### src/rtl/distance_filter_bcd_pkg.sv
// Shared types and constants for the distance filter and its BCD converter.
package distance_filter_bcd_pkg;

  localparam int BIN_W      = 16;
  localparam int BCD_DIGITS = 5;
  localparam int BCD_W      = 4 * BCD_DIGITS;
  localparam int ITER_W     = 4;   // counts the BIN_W double-dabble iterations
  localparam int STALE_W    = 32;  // wide enough for any practical timeout

  typedef enum logic [1:0] {
    ST_IDLE  = 2'd0,
    ST_LOAD  = 2'd1,
    ST_SHIFT = 2'd2,
    ST_DONE  = 2'd3
  } conv_state_t;

  // Number of clk cycles without a reading before the sensor is declared stale.
  // Never returns 0 so the saturating counter always has a reachable target.
  function automatic int unsigned timeout_cycles(input int unsigned clk_freq,
                                                 input int unsigned timeout_ms);
    int unsigned cyc;
    cyc = timeout_ms * (clk_freq / 1000);
    if (cyc == 0) cyc = 1;
    return cyc;
  endfunction

endpackage

### src/rtl/distance_filter_bcd_if.sv
// Measurement-in / filtered-result-out bundle between sensor front end,
// filter and display stage.
interface distance_filter_bcd_if;
  import distance_filter_bcd_pkg::*;

  logic [BIN_W-1:0] distance_in;
  logic             distance_in_valid;
  logic [BIN_W-1:0] avg_mm;
  logic [BCD_W-1:0] bcd;
  logic             bcd_valid;
  logic             busy;
  logic             out_of_range;
  logic             stale;

  // Producer of readings / consumer of results.
  modport master (
    output distance_in, distance_in_valid,
    input  avg_mm, bcd, bcd_valid, busy, out_of_range, stale
  );

  // The filter itself.
  modport slave (
    input  distance_in, distance_in_valid,
    output avg_mm, bcd, bcd_valid, busy, out_of_range, stale
  );
endinterface

### src/rtl/distance_filter_bcd_bin2bcd_seq.sv
// Iterative double-dabble: one bit per clock, LOAD -> 16 x SHIFT -> DONE.
module bin2bcd_seq
  import distance_filter_bcd_pkg::*;
(
  input  logic             clk,
  input  logic             rst_n,
  input  logic             i_start,
  input  logic [BIN_W-1:0] i_bin,
  output logic             o_busy,
  output logic             o_done,
  output logic [BIN_W-1:0] o_bin,
  output logic [BCD_W-1:0] o_bcd
);

  conv_state_t r_state;
  conv_state_t w_state_next;

  logic [BIN_W-1:0]  r_shift;
  logic [BIN_W-1:0]  r_value;
  logic [BCD_W-1:0]  r_acc;
  logic [ITER_W-1:0] r_iter;
  logic [BIN_W-1:0]  r_bin_out;
  logic [BCD_W-1:0]  r_bcd_out;
  logic              r_done;

  logic              w_load;
  logic              w_shift;
  logic              w_finish;
  logic [BCD_W-1:0]  w_adj;

  // Add-3 correction for every digit that will overflow past 9 after the shift.
  genvar gi;
  generate
    for (gi = 0; gi < BCD_DIGITS; gi++) begin : g_adj
      assign w_adj[4*gi +: 4] = (r_acc[4*gi +: 4] >= 4'd5) ? (r_acc[4*gi +: 4] + 4'd3)
                                                           : r_acc[4*gi +: 4];
    end
  endgenerate

  // State register; reset aborts any conversion in flight.
  always_ff @(posedge clk) begin
    if (!rst_n) r_state <= ST_IDLE;
    else        r_state <= w_state_next;
  end

  // Next-state: start is only honoured when idle.
  always_comb begin
    w_state_next = r_state;
    case (r_state)
      ST_IDLE:  if (i_start) w_state_next = ST_LOAD;
      ST_LOAD:  w_state_next = ST_SHIFT;
      ST_SHIFT: if (r_iter == ITER_W'(BIN_W - 1)) w_state_next = ST_DONE;
      ST_DONE:  w_state_next = ST_IDLE;
      default:  w_state_next = ST_IDLE;
    endcase
  end

  // Per-state datapath strobes.
  always_comb begin
    w_load   = (r_state == ST_LOAD);
    w_shift  = (r_state == ST_SHIFT);
    w_finish = (r_state == ST_DONE);
    o_busy   = (r_state != ST_IDLE);
  end

  // Datapath: capture operand, shift {bcd, bin} left, publish result with a pulse.
  always_ff @(posedge clk) begin
    if (!rst_n) begin
      r_shift   <= '0;
      r_value   <= '0;
      r_acc     <= '0;
      r_iter    <= '0;
      r_bin_out <= '0;
      r_bcd_out <= '0;
      r_done    <= 1'b0;
    end else begin
      r_done <= 1'b0;
      if (w_load) begin
        r_shift <= i_bin;
        r_value <= i_bin;
        r_acc   <= '0;
        r_iter  <= '0;
      end
      if (w_shift) begin
        r_acc   <= (w_adj << 1) | {{(BCD_W-1){1'b0}}, r_shift[BIN_W-1]};
        r_shift <= r_shift << 1;
        r_iter  <= r_iter + 1'b1;
      end
      if (w_finish) begin
        r_bin_out <= r_value;
        r_bcd_out <= r_acc;
        r_done    <= 1'b1;
      end
    end
  end

  assign o_done = r_done;
  assign o_bin  = r_bin_out;
  assign o_bcd  = r_bcd_out;

endmodule

### src/rtl/distance_filter_bcd.sv
// Range check, power-of-two moving average, stale detection, BCD output.
module distance_filter_bcd
  import distance_filter_bcd_pkg::*;
#(
  parameter int AVG_LOG2     = 2,
  parameter int MAX_VALID_MM = 4000,
  parameter int CLK_FREQ     = 50_000_000,
  parameter int TIMEOUT_MS   = 500
) (
  input  logic                 clk,
  input  logic                 rst_n,
  distance_filter_bcd_if.slave bus_if
);

  localparam int N     = 1 << AVG_LOG2;
  localparam int SUM_W = BIN_W + AVG_LOG2;
  localparam int PTR_W = (AVG_LOG2 == 0) ? 1 : AVG_LOG2;
  localparam logic [BIN_W-1:0]   MAX_MM   = BIN_W'(MAX_VALID_MM);
  localparam logic [STALE_W-1:0] TIMEOUT_CYC =
    STALE_W'(timeout_cycles(CLK_FREQ, TIMEOUT_MS));

  logic [BIN_W-1:0]   r_win [N];
  logic [SUM_W-1:0]   r_sum;
  logic [PTR_W-1:0]   r_ptr;
  logic               r_full;
  logic               r_oor;
  logic [STALE_W-1:0] r_stale_cnt;
  logic               r_stale;

  logic               w_conv_busy;
  logic               w_conv_done;
  logic [BIN_W-1:0]   w_avg_out;
  logic [BCD_W-1:0]   w_bcd_out;
  logic               w_valid;
  logic               w_in_range;
  logic               w_check;
  logic               w_accept;
  logic               w_timeout;
  logic [BIN_W-1:0]   w_old;
  logic [PTR_W-1:0]   w_ptr_inc;
  logic [SUM_W-1:0]   w_sample_ext;
  logic [BIN_W-1:0]   w_avg_in;

  assign w_valid      = bus_if.distance_in_valid;
  assign w_in_range   = (bus_if.distance_in != '0) && (bus_if.distance_in <= MAX_MM);
  // Readings arriving mid-conversion are ignored entirely (no range verdict).
  assign w_check      = w_valid && !w_conv_busy;
  assign w_accept     = w_check && w_in_range;
  assign w_old        = r_win[r_ptr];
  assign w_ptr_inc    = (AVG_LOG2 == 0) ? '0 : (r_ptr + 1'b1);
  assign w_sample_ext = SUM_W'(bus_if.distance_in);
  assign w_avg_in     = r_sum[AVG_LOG2 +: BIN_W];
  // Fires on the edge the idle counter reaches the limit; a reading on that edge wins.
  assign w_timeout    = !w_valid && (r_stale_cnt != TIMEOUT_CYC) &&
                        (r_stale_cnt + 1'b1 == TIMEOUT_CYC);

  // Window storage: prefill every slot when empty, otherwise overwrite the oldest.
  always_ff @(posedge clk) begin
    if (w_accept) begin
      for (int k = 0; k < N; k++) begin
        if (!r_full || (r_ptr == PTR_W'(k))) r_win[k] <= bus_if.distance_in;
      end
    end
  end

  // Running sum, write pointer and window-populated flag.
  always_ff @(posedge clk) begin
    if (!rst_n) begin
      r_sum  <= '0;
      r_ptr  <= '0;
      r_full <= 1'b0;
    end else if (w_accept) begin
      r_full <= 1'b1;
      if (!r_full) begin
        r_sum <= w_sample_ext << AVG_LOG2;
        r_ptr <= (AVG_LOG2 == 0) ? '0 : PTR_W'(1);
      end else begin
        r_sum <= r_sum - SUM_W'(w_old) + w_sample_ext;
        r_ptr <= w_ptr_inc;
      end
    end else if (w_timeout) begin
      r_full <= 1'b0;
    end
  end

  // Out-of-range flag reflects the last reading that was actually checked.
  always_ff @(posedge clk) begin
    if (!rst_n)       r_oor <= 1'b0;
    else if (w_check) r_oor <= !w_in_range;
  end

  // Saturating idle counter; any reading (even a dropped one) restarts it.
  always_ff @(posedge clk) begin
    if (!rst_n) begin
      r_stale_cnt <= '0;
      r_stale     <= 1'b0;
    end else if (w_valid) begin
      r_stale_cnt <= '0;
      r_stale     <= 1'b0;
    end else if (r_stale_cnt != TIMEOUT_CYC) begin
      r_stale_cnt <= r_stale_cnt + 1'b1;
      if (w_timeout) r_stale <= 1'b1;
    end
  end

  bin2bcd_seq u_bin2bcd (
    .clk     (clk),
    .rst_n   (rst_n),
    .i_start (w_accept),
    .i_bin   (w_avg_in),
    .o_busy  (w_conv_busy),
    .o_done  (w_conv_done),
    .o_bin   (w_avg_out),
    .o_bcd   (w_bcd_out)
  );

  assign bus_if.avg_mm       = w_avg_out;
  assign bus_if.bcd          = w_bcd_out;
  assign bus_if.bcd_valid    = w_conv_done;
  assign bus_if.busy         = w_conv_busy;
  assign bus_if.out_of_range = r_oor;
  assign bus_if.stale        = r_stale;

endmodule

### src/flat_wrapper.sv
// flat-port wrapper written by rule: the top's interface ports become plain ports
module distance_filter_bcd_flat import distance_filter_bcd_pkg::*;
#(
  parameter int AVG_LOG2     = 2,
  parameter int MAX_VALID_MM = 4000,
  parameter int CLK_FREQ     = 50_000_000,
  parameter int TIMEOUT_MS   = 500
)
  (clk, rst_n, bus_if_distance_in, bus_if_distance_in_valid, bus_if_avg_mm, bus_if_bcd, bus_if_bcd_valid, bus_if_busy, bus_if_out_of_range, bus_if_stale);
  distance_filter_bcd_if bus_if_i ();
  input  logic clk;
  input  logic rst_n;
  input wire logic [$bits(bus_if_i.distance_in)-1:0] bus_if_distance_in;
  input wire logic [$bits(bus_if_i.distance_in_valid)-1:0] bus_if_distance_in_valid;
  output wire logic [$bits(bus_if_i.avg_mm)-1:0] bus_if_avg_mm;
  output wire logic [$bits(bus_if_i.bcd)-1:0] bus_if_bcd;
  output wire logic [$bits(bus_if_i.bcd_valid)-1:0] bus_if_bcd_valid;
  output wire logic [$bits(bus_if_i.busy)-1:0] bus_if_busy;
  output wire logic [$bits(bus_if_i.out_of_range)-1:0] bus_if_out_of_range;
  output wire logic [$bits(bus_if_i.stale)-1:0] bus_if_stale;
  assign bus_if_i.distance_in = bus_if_distance_in;
  assign bus_if_i.distance_in_valid = bus_if_distance_in_valid;
  assign bus_if_avg_mm = bus_if_i.avg_mm;
  assign bus_if_bcd = bus_if_i.bcd;
  assign bus_if_bcd_valid = bus_if_i.bcd_valid;
  assign bus_if_busy = bus_if_i.busy;
  assign bus_if_out_of_range = bus_if_i.out_of_range;
  assign bus_if_stale = bus_if_i.stale;
  distance_filter_bcd #(.AVG_LOG2(AVG_LOG2), .MAX_VALID_MM(MAX_VALID_MM), .CLK_FREQ(CLK_FREQ), .TIMEOUT_MS(TIMEOUT_MS)) u_core (.clk(clk), .rst_n(rst_n), .bus_if(bus_if_i));
endmodule
### config.mk
export PLATFORM = sky130hd
export DESIGN_NAME = distance_filter_bcd_flat
export DESIGN_NICKNAME = d
export VERILOG_FILES = /design/src/rtl/distance_filter_bcd_pkg.sv /design/src/rtl/distance_filter_bcd_if.sv /design/src/rtl/distance_filter_bcd_bin2bcd_seq.sv /design/src/rtl/distance_filter_bcd.sv /design/src/flat_wrapper.sv
export SDC_FILE = /design/constraint.sdc
export NUM_CORES = 1
export LEC_CHECK = 0
export CORE_MARGIN = 2
export CORE_UTILIZATION = 65
export CTS_BUF_LIST = sky130_fd_sc_hd__clkbuf_16
export DETAILED_ROUTE_END_ITERATION = 10
export PLACE_DENSITY_LB_ADDON = 0.1
export RECOVER_POWER = 25
export SYNTH_ARGS = -nofsm -noshare
export SYNTH_HDL_FRONTEND = slang
export SYNTH_SLANG_ARGS = --single-unit
### constraint.sdc
create_clock -name clk -period 11.35 [get_ports clk]
set_clock_uncertainty 0.2 [all_clocks]
set_input_delay 2.27 -clock clk [delete_from_list [all_inputs] [get_ports clk]]
set_output_delay 2.27 -clock clk [all_outputs]
set_load 0.02 [all_outputs]
# After elaboration in Yosys (flattened, before gate mapping)
# Memory sizes are Yosys's and may differ from the RTL's. A register that Yosys moved wholly into a read port is not among the register bits.
# Cells that the tools add are included.
dict set report classes {
  addsub 10
  magnitude_cmp 6
  eq_ne 11
  mux 33
  bitwise 2
  reduce_logical 23
}
# op count
set ops {}
lappend ops {{$mux 20} 2}
lappend ops {{$add 32x1->32 const B} 1}
lappend ops {{$eq 32x25->1 const B} 1}
lappend ops {{$mux 16} 2}
lappend ops {{$ne 32x25->1 const B} 1}
lappend ops {{$mux 4} 6}
lappend ops {{$ge 4x3->1 const B} 5}
lappend ops {{$or 20x1->20} 1}
lappend ops {{$add 18x16->18} 1}
lappend ops {{$mux 18} 1}
lappend ops {{$sub 18x16->18} 1}
lappend ops {{$add 4x2->4 const B} 4}
lappend ops {{$le 16x12->1 const B} 1}
lappend ops {{$reduce_bool 16->1} 1}
lappend ops {{$mux 1} 15}
lappend ops {{$mux 2} 5}
lappend ops {{$eq 2x2->1 const B} 4}
lappend ops {{$pmux 2 s4} 1}
lappend ops {{$reduce_bool 2->1} 3}
lappend ops {{$logic_and 1x1->1} 5}
lappend ops {{$add 4x1->4 const B} 1}
lappend ops {{$eq 2x1->1 const B} 2}
lappend ops {{$eq 4x4->1 const B} 1}
lappend ops {{$logic_not 1->1} 4}
lappend ops {{other kinds (10)} 16}
dict set report word_totals {
  reg_bits 150
  ramBits 64
  inputBits 19
  output_inout_bits 40
  word_cells 101
  memories 1
}
# memory words word_bits rd rd_clocked_by_memory_dff wr line_no
set mem_list {}
lappend mem_list {u_core.r_win 4 16 1 1 4 distance_filter_bcd.sv:22} ;# logic [BIN_W-1:0] r_win [N];

# Logic depth before layout (Yosys ltp)
# Gate-level depths: netlist of run 1.
dict set report depth {
  ltp_word 6
  depth_mapped 13
  mapped_depth_nobuf 12
}

# By module
# From an unflattened synthesis of run 1, not the netlist that was laid out.
dict set report hier_totals {
  hier_cells 1097
  hier_area_um2 11121.9
}
# mod n_inst cells_per_inst area_each_um2 seq_area_each_um2
set by_module_without_submodules {}
lappend by_module_without_submodules {distance_filter_bcd 1 658 6796.5 3062.9}
lappend by_module_without_submodules {bin2bcd_seq 1 439 4325.4 1901.8}

# Worst setup path before layout of run 1
# OpenSTA, ideal clock, no wires.
dict set report synth_timing {
  path_type {input to register}
  startpoint {in bus_if_distance_in[1]}
  endpoint {mem u_core.r_win[0][0], enable pin}
  setup_time_ns 0.394
  t_arrival_ns 4.543
  required_time_ns 10.756
  setup_slack_ns 6.213
  path_stages 6
  n_path_buf 1
  path_cell_list {or4_1 > nor3_1 > mux2i_1 > nand4_1 > clkbuf_1 > a21oi_1}
}
# item line_no
set synth_lines {}
lappend synth_lines {{start, declared} flat_wrapper.sv:13} ;# input wire logic [$bits(bus_if_i.distance_in)-1:0] bus_if_distance_in;
lappend synth_lines {{end, declared} distance_filter_bcd.sv:22}

# Worst setup path in the final report of run 1
dict set report layout_timing {
  startpoint {in bus_if_distance_in[1]}
  endpoint {reg u_core.r_sum[14]}
}
dict set report layout_via {
  elab_chain_cells 3
  elab_cells_between_ends 6
  classes_between {1 x add/sub; 1 x order compare; 1 x mux; 3 x reduce/logical}
}
# item line_no
set layout_rtl {}
lappend layout_rtl {{parallel branches: the longest is 3 deep, another holds $add 18x16->18} n/a}
lappend layout_rtl {{end signal, assigned} distance_filter_bcd.sv:75} ;# r_sum <= w_sample_ext << AVG_LOG2;
lappend layout_rtl {{end signal, assigned} distance_filter_bcd.sv:78} ;# r_sum <= r_sum - SUM_W'(w_old) + w_sample_ext;
lappend layout_rtl {{end, declared} distance_filter_bcd.sv:23} ;# logic [SUM_W-1:0] r_sum;
# Several ways; the timed one is not identified.
# A chain may end at the register's enable or synchronous reset.

==> reports/metrics.yaml, run 1 <==
status:
  status: "finished clean"
global_route:
  antenna_found_initial: 1
  grt_pass1_vias: 7612
  grt.total_usage_pct: 26.2
  grt_max_degree: 88
  grt_pass1_wl_um: 38100
  overflow: 0
pwr:
  vdd_drop_max_mv: 0.139
  comb_power_share_pct: 15.8
  switching_power_uw: 506
  internal_power_uw: 1380
  clkPwrFrac_pct: 39.0
  power.leakage_uw: 0.00428
  p_per_area_nw_per_um2: 154
  switching_share_pct: 26.8
  power_frac_seq_pct: 45.2
critical_path:
  rr_worst_depth: 11
  start_kind: "input port"
  endpoint_kind: "register"
  path_max_fanout: 6
  critical_path_class: "in2reg"
  cp.arrival_ns: 5.66
  r2r_end: "u_core.r_sum[14]$_SDFFE_PN0P_"
  worstPathRequired_ns: 11.49
  setup.worst_path.start: "bus_if_distance_in[1]"
  r2r_setup_slack_ns: 7.14
timing:
  final_max_slew_viol_count: 0
  setup_ws_ns: 5.83
  period_share_pct: 48.6
  setup-violations-final: 0
  relSlewSlack_pct: 20.7
  worstMarginPinSlew_ns: 1.19
  fmax_mhz: 181
  fin_setup_tns_ns: 0
  min_period_ns: 5.52
  finalHoldViolations: 0
  grt_setup_unrepaired: "no"
  holdWs_ns: 0.265
placement:
  port-buffer-count: 58
  preCtsSetupSlack_ns: 5.43
  gp_congestion: 0.912
  dpl.hpwl_um: 15500
logic_synthesis:
  syn_area_um2: 10800
  synth-edff-count: 64
  synth_flop_cell: "dfxtp_1"
  synth_cell_types: 70
  yosysWarnings: 0
  syn_inst: 1101
  synthArstFlopShare_pct: 0
  ys_seq_elements: 216
  synth_nets: 1177
  avgSynthCellArea_um2: 9.83
  synth.yosys.seq_area_share_pct: 45.9
route:
  wl_met3_um: 1340
  maxUsedRoutingLayer: "met5"
  dr.pass1.iters: 5
  drc: 0
  drt-total-wl_um: 22800
  wl_met1_um: 10400
  vias_per_cell: 5.90
  postRouteAntennaNets: 0
  drtIter0Drc: 848
  vias: 8078
  met2_wirelength_um: 10400
  drt-wirelength-per-cell_um: 16.7
cts:
  clock_latency_ns: 0.50
  cts_resized: 0
  cts-htree-levels: 1
  clk_path_buf_depth: 3
  cts_tree: "yes"
  cts_setup_buffers: 0
  postCtsHoldBufs: 0
  numClockSinks: 216
  cts_root_buf: "clkbuf_16"
  cts_buffers: 23
  clk_pin_slew_ns: 0.06
flow_run:
  drv_cap: 0
finish:
  syn2layout_area_growth_pct: 13.0
  fin_nets: 1211
  seqCellArea_um2: 4960
  final_util_pct: 74.6
  drive_gt1_share_pct: 6.70
  multi_input_area_um2: 5240
  fill_cells: 1176
  antennaDiodeCount: 0
die:
  die_x_um: 133
  fp-row-count: 47
  die_area_um2: 17700
  core_um2: 16400
  io_pins: 59
  start_util_pct: 66.0
  chipHeight_um: 133
worst_hold_path:
  whs_path_depth: 2
  hp-class: "reg2reg"
  min_from: "u_core.r_sum[1]$_SDFFE_PN0P_"
  min_to: "u_core.r_sum[1]$_SDFFE_PN0P_"
[layout make-up]
class / count / area share (%)
clock inverters: 16 / 1.33
well taps: 220 / 2.25
multi-input cells: 730 / 42.9
flip-flops and latches: 216 / 40.6
clock buffers: 23 / 4.70
inverters: 96 / 2.95
repair buffers: 68 / 5.33
[cell families after synthesis]
kind of cell / Yosys count / synth area share (%)
flops: 216 / 45.9
xor+xnor: 49 / 3.97
compound gates: 205 / 12.3
fa+ha+maj: 57 / 7.70
simple gates: 352 / 16.3
mux: 67 / 8.09
buf+inv: 155 / 5.71
[power groups by stage]
stage / combinational [µW] / sequential, µW / clock [µW]
floorplan: 227 / 862 / 0
global placement: 289 / 866 / 0
detailed placement: 295 / 868 / 0
CTS: 297 / 852 / 745
global route: 334 / 856 / 776
finish: 299 / 852 / 736
[stage by stage]
step | area [µm²] | total power (µW) | instances
2_1_floorplan | 10800 | 1090 | 1101
3_3_place_gp | 11500 | 1160 | 1330
3_5_place_dp | 11500 | 1160 | 1330
4_1_cts | 12200 | 1890 | 1369
5_1_grt | 12200 | 1970 | 1369
6_report | 12200 | 1890 | 1369
[cell usage after synthesis (10+ instances only)]
cell type  instances  area [µm²]
nand3_1           22         110
inv_1             96         360
xor2_1            15         131
and2_1            13        81.3
nor3_1            21         105
dfxtp_1          152        3040
xnor2_1           34         298
nor2_1           126         473
o21ai_0           49         245
edfxtp_1          64        1920
a21oi_1           58         290
nand4_1           13        81.3
mux4_2            16         360
mux2i_1           47         470
a211oi_1          10        75.1
ha_1              41         513
fa_1              16         320
o211ai_1          20         150
nand2_1           72         270
clkbuf_1          40         150
nand2b_1          26         163
[routing by layer]
metal / up-vias / GRT usage, %
met3: 47 / 3.52
li1: 3930 / -
met1: 3827 / 37.5
met2: 272 / 41.7
met4: 2 / 8.24
met5: - / 0
[flip-flops by register name, indices dropped and copies added, names as in the netlist, 16 cells and up, named ones only]
signal and count:
u_core.u_bin2bcd.r_acc 20, u_core.r_sum 18, u_core.u_bin2bcd.o_bcd 20, u_core.r_win 64, u_core.u_bin2bcd.o_bin 16, u_core.r_stale_cnt 32, u_core.u_bin2bcd.r_value 16, u_core.u_bin2bcd.r_shift 16
[worst max-delay path, cell delays in order]
cell and delay, ns:
dlygate4sd3_1 0.63, inv_1 0.11, fa_1 0.55, inv_1 0.07, fa_1 0.45, a21o_1 0.19
a21oi_1 0.25, o21ai_1 0.18, and4_1 0.22, or4_1 0.48, a31oi_1 0.18, a211oi_1 0.08
[how the worst max path moves through the flow]
| stage | to | cells past startpoint | slack (ns) |
|---|---|---|---|
| 2_1_floorplan | u_core.r_win[0][0]$_DFFE_PP_ | 6 | 6.21 |
| 6_report | u_core.r_sum[14]$_SDFFE_PN0P_ | 12 | 5.83 |
| 3_5_place_dp | u_core.r_sum[14]$_SDFFE_PN0P_ | 12 | 5.43 |
| 3_3_place_gp | u_core.r_sum[14]$_SDFFE_PN0P_ | 12 | 5.48 |
| 4_1_cts | u_core.r_sum[14]$_SDFFE_PN0P_ | 12 | 5.93 |
| 5_1_grt | u_core.r_sum[14]$_SDFFE_PN0P_ | 12 | 5.60 |
[cell usage in the layout (no fill, tap or decap), drive strengths merged, types with 9 or more instances in the layout]
cell type	instances
fa	16
a211oi	10
ha	41
inv	98
mux4	16
a31oi	9
dlygate4sd3	17
nand4	15
nand3	23
mux2i	47
and2	13
clkdlybuf4s50	41
nor4	12
nor2	126
buf	9
edfxtp	64
a21oi	58
xnor2	34
dfxtp	152
o21ai	50
nand2b	26
nand2	73
nor3	21
o211ai	20
clkbuf	24
xor2	15
Power figures use the tool's default switching activity.
==> run 2, diff against run 1 <==
- CORE_UTILIZATION: 65 -> 60
- clock period: 11.35 -> 5.4 ns (I/O delays scaled with it)
==> reports/metrics.yaml, run 2 (synthesis results as in run 1) <==
timing:
  period_share_pct: 78.9
  fin_setup_tns_ns: 0
  worstMarginPinSlew_ns: 1.14
  finalHoldViolations: 0
  grt_setup_unrepaired: "no"
  final_max_slew_viol_count: 0
  relSlewSlack_pct: 24.0
  fmax_mhz: 235
  setup-violations-final: 0
  min_period_ns: 4.26
critical_path:
  critPathBufInv: 3
  crit_path_top_delay_cell: "dlygate4sd3_1"
  cp.arrival_ns: 4.41
  start_kind: "input port"
  endpoint_kind: "register"
  critical_path_class: "in2reg"
  worstPathRequired_ns: 5.55
  slowest_delay_ns: 0.64
  path_max_fanout: 6
  cp_top_family: "adder cells"
  path_cells: "dlygate4sd3_1 > inv_1 > fa_1 > inv_1 > fa_1 > a21o_1 > a21oi_1 > o21ai_1 > and4_1 > or4_1 > a31oi_1 > a211oi_1"
finish:
  finalNonFillerCells: 1384
  reg.largest.list: "u_core.r_win x64, u_core.r_stale_cnt x32"
  drive_gt1_share_pct: 6.76
  syn2layout_area_growth_pct: 12.8
  final_util_pct: 68.5
  fill_cells: 1443
  fin_nets: 1214
  final_cell_mix: "dfxtp_1 (152), nor2_1 (126), inv_1 (103)"
  largest_reg_flops: 64
  largest-register: "u_core.r_win"
  mostFrequentLayoutCell: "dfxtp_1"
placement:
  port-buffer-count: 58
  dpl.cell_count: 1342
  dpl.hpwl_um: 15400
  gp_congestion: 0.907
cts:
  clk_path_buf_depth: 3
  clk_pin_slew_ns: 0.07
  cts_setup_buffers: 0
  cts_tree: "yes"
  clock_latency_ns: 0.50
  cts_resized: 0
  numClockSinks: 216
  postCtsHoldBufs: 0
  cts_root_buf: "clkbuf_16"
  cts_buffers: 23
  cts-htree-levels: 1
global_route:
  antenna_found_initial: 1
  grt.total_usage_pct: 23.7
  overflow: 0
  grt_pass1_vias: 7583
  grt_max_degree: 93
  grt_pass1_wl_um: 38100
pwr:
  p_per_area_nw_per_um2: 315
  vdd_drop_max_mv: 0.276
  power.leakage_uw: 0.00437
  power.total_uw: 3850
die:
  start_util_pct: 60.7
  chipHeight_um: 138
  fp-row-count: 49
  io_pins: 59
  die_x_um: 138
  core_um2: 17800
  die_area_um2: 19100
route:
  vias: 7955
  drc: 0
  drtIter0Drc: 661
  vias_per_cell: 5.75
  dr.pass1.iters: 6
  postRouteAntennaNets: 0
  drt-total-wl_um: 22800
  drt-wirelength-per-cell_um: 16.5
status:
  status: "finished clean"
flow_run:
  drv_cap: 0
worst_hold_path:
  hp-class: "reg2reg"
## run 2: changes by cell type in the layout (fill, tap and decap cells not counted), moves of 3 or more
cell | before | now
clkdlybuf4s50_1 | 41 | 27
dlygate4sd3_1 | 17 | 31
clkinv_2 | 0 | 5
inv_1 | 98 | 103
buf_4 | 9 | 13
and2_0 | 3 | 0
and2_1 | 10 | 13
clkinvlp_4 | 3 | 0
## run 2: final timing paths
kind                                startpoint                            end  slack [ns]  cells past startpoint
hold / removal    u_core.r_sum[1]$_SDFFE_PN0P_   u_core.r_sum[1]$_SDFFE_PN0P_        0.26                      2
hold reg to reg   u_core.r_sum[1]$_SDFFE_PN0P_   u_core.r_sum[1]$_SDFFE_PN0P_        0.26                      2
setup / recovery         bus_if_distance_in[1]  u_core.r_sum[14]$_SDFFE_PN0P_        1.14                     12
setup reg to reg                      register  u_core.r_sum[13]$_SDFFE_PN0P_        1.17                     12
## run 2: final cells by class
cell class / instances / area, µm² / share of cell area, %
inverter: 96 / 362 / 2.96
antenna: 1 / 2.50 / 0.0205
sequential: 216 / 4960 / 40.7
clock buffer: 23 / 576 / 4.71
tap: 229 / 287 / 2.35
multi-input combinational: 730 / 5240 / 42.9
clock inverter: 18 / 101 / 0.830
timing repair buffer: 71 / 678 / 5.55
## run 2: metrics by stage
step	setup slack (ns)	hold slack [ns]	cell area, µm²
after global routing	0.799	0.269	12200
final	1.14	0.259	12200
after detailed placement	0.690	0.250	11500
after global placement	0.763	0.240	11500
after CTS	1.10	0.258	12200
after floorplan	1.09	0.232	10800
## run 2: layer usage
metal | vias up | global-route usage (%) | share of wire (%)
met2 | 201 | 37.3 | 45
met3 | 35 | 3.43 | 5.7
met4 | 0 | 5.91 | 2.0
met5 | - | 0 | 0
li1 | 3950 | - | -
met1 | 3769 | 35.0 | 48
## run 2: tightest hold or removal path, delay by kind of cell (launching register included)
family           cells  cell delay (ns)
flip-flops           1             0.31
AND/OR/NAND/NOR      1             0.05
AO/OA/AOI/OAI        1             0.05
## run 2: power breakdown
group | leakage [µW] | internal [µW] | switching, µW
clock network | 0.000367 | 817 | 618
logic | 0.00220 | 242 | 380
registers | 0.00180 | 1750 | 42.9
total | 0.00437 | 2810 | 1040
==> run 3, diff against run 2 <==
- clock period: 5.4 -> 4.2 ns (I/O delays scaled with it)
==> reports/metrics.yaml, run 3 (synthesis results as in run 1) <==
pwr:
  p_per_area_nw_per_um2: 402
  power.leakage_uw: 0.00437
  vdd_drop_max_mv: 0.384
  power_frac_seq_pct: 46.3
  switching_share_pct: 26.9
  power.total_uw: 4970
  comb_power_share_pct: 16.4
  switching_power_uw: 1340
  clkPwrFrac_pct: 37.3
  internal_power_uw: 3630
critical_path:
  path_common_cell: "fa_1"
  endpoint_kind: "register"
  cp_top_family: "adder cells"
  critical_path_class: "reg2reg"
  cp.arrival_ns: 4.09
  worstPathRequired_ns: 4.38
  crit_path_top_delay_cell: "mux4_2"
  path_max_fanout: 16
  critPathBufInv: 2
  slowest_delay_ns: 0.55
  start_kind: "register"
  path_cells: "buf_12 > mux4_2 > fa_1 > inv_1 > fa_1 > a21o_1 > a21oi_1 > o21ai_1 > and4_1 > or4_1 > a31oi_1 > a211oi_1"
timing:
  worstMarginPinSlew_ns: 2.20
  fmax_mhz: 256
  period_share_pct: 93.1
  setup_ws_ns: 0.288
  final_max_slew_viol_count: 38
  finalHoldViolations: 0
  grt_setup_unrepaired: "no"
  min_period_ns: 3.91
  setup-violations-final: 0
  fin_setup_tns_ns: 0
  relSlewSlack_pct: -46.7
global_route:
  grt_pass1_vias: 7543
  grt_pass1_wl_um: 38800
  grt.total_usage_pct: 24.3
  grt_max_degree: 65
  antenna_found_initial: 0
  overflow: 0
placement:
  preCtsSetupSlack_ns: -0.0274
  dpl.cell_count: 1364
  gp_congestion: 0.887
  port-buffer-count: 58
  place_area_um2: 11700
  dpl.hpwl_um: 16100
die:
  start_util_pct: 60.7
  fp-row-count: 49
  chipHeight_um: 138
  die_area_um2: 19100
  io_pins: 59
  core_um2: 17800
  die_x_um: 138
cts:
  clock_latency_ns: 0.51
  clk_pin_slew_ns: 0.06
  cts-htree-levels: 1
  numClockSinks: 216
  cts_setup_buffers: 0
  cts_buffers: 23
  postCtsHoldBufs: 0
  cts_tree: "yes"
  cts_root_buf: "clkbuf_16"
  clk_path_buf_depth: 3
worst_hold_path:
  hp-class: "reg2reg"
route:
  drc: 0
  vias: 8081
  vias_per_cell: 5.75
  drt-total-wl_um: 23200
  postRouteAntennaNets: 0
  drt-wirelength-per-cell_um: 16.5
  drtIter0Drc: 516
  dr.pass1.iters: 6
finish:
  antennaDiodeCount: 0
  fin_nets: 1236
  reg.largest.list: "u_core.r_win x64, u_core.r_stale_cnt x32"
  largest_reg_flops: 64
  finalNonFillerCells: 1406
  fin_area_um2: 12400
  syn2layout_area_growth_pct: 14.3
  final_cell_mix: "dfxtp_1 (152), nor2_1 (126), inv_1 (101)"
  mostFrequentLayoutCell: "dfxtp_1"
  drive_gt1_share_pct: 7.56
  largest-register: "u_core.r_win"
flow_run:
  drv_cap: 1
status:
  failed_checks: "capacitance limit, slew limit"
  status: "finished with violations"
run 3: area by class of cell:
type | instances | area, µm²
fillers | 1390 | 5470
flip-flops and latches | 216 | 4960
inverters | 96 | 362
well taps | 229 | 287
clock inverters | 19 | 118
repair buffers | 93 | 823
clock buffers | 23 | 576
multi-input cells | 730 | 5240
run 3: timing repair:
item | in CTS | in global routing
endpoints found under the hold margin | 0 | 0
resized for setup | 0 | 1
endpoints found under the setup margin | 0 | 1
run 3: per-layer routing:
| metal | vias up | track usage (%) | wire length (µm) |
|---|---|---|---|
| li1 | 3989 | - | - |
| met1 | 3808 | 37.4 | 11400 |
| met2 | 246 | 36.6 | 10100 |
| met3 | 38 | 3.29 | 1290 |
| met4 | 0 | 5.69 | 458 |
| met5 | - | 0 | 0 |
run 3: final timing paths:
check                          startpoint                            end  slack, ns  depth (start not counted)
max                              register  u_core.r_sum[14]$_SDFFE_PN0P_       0.29                         12
min          u_core.r_sum[0]$_SDFFE_PN0P_   u_core.r_sum[0]$_SDFFE_PN0P_       0.26                          2
max reg2reg                      register  u_core.r_sum[14]$_SDFFE_PN0P_       0.29                         12
min reg2reg  u_core.r_sum[0]$_SDFFE_PN0P_   u_core.r_sum[0]$_SDFFE_PN0P_       0.26                          2
run 3: per-stage QoR:
| step | util, % | hold WS, ns |
|---|---|---|
| floorplan | - | 0.232 |
| global placement | 65.7 | 0.241 |
| detailed placement | 65.7 | 0.247 |
| CTS | 69.6 | 0.261 |
| global route | 69.3 | 0.274 |
| finish | 69.3 | 0.259 |
run 3: power by group through the flow:
stage | Combinational (µW) | Clock, µW | Sequential [µW]
after floorplan | 612 | 0 | 2330
after global placement | 799 | 0 | 2340
after detailed placement | 817 | 0 | 2340
after CTS | 820 | 1890 | 2300
after global routing | 921 | 1980 | 2310
final | 816 | 1850 | 2300
run 3: tightest hold or removal path: cells and delay by family, from the launching register on:
family	cells	cell delay [ns]
flip-flops	1	0.31
AO/OA/AOI/OAI	1	0.05
AND/OR/NAND/NOR	1	0.05
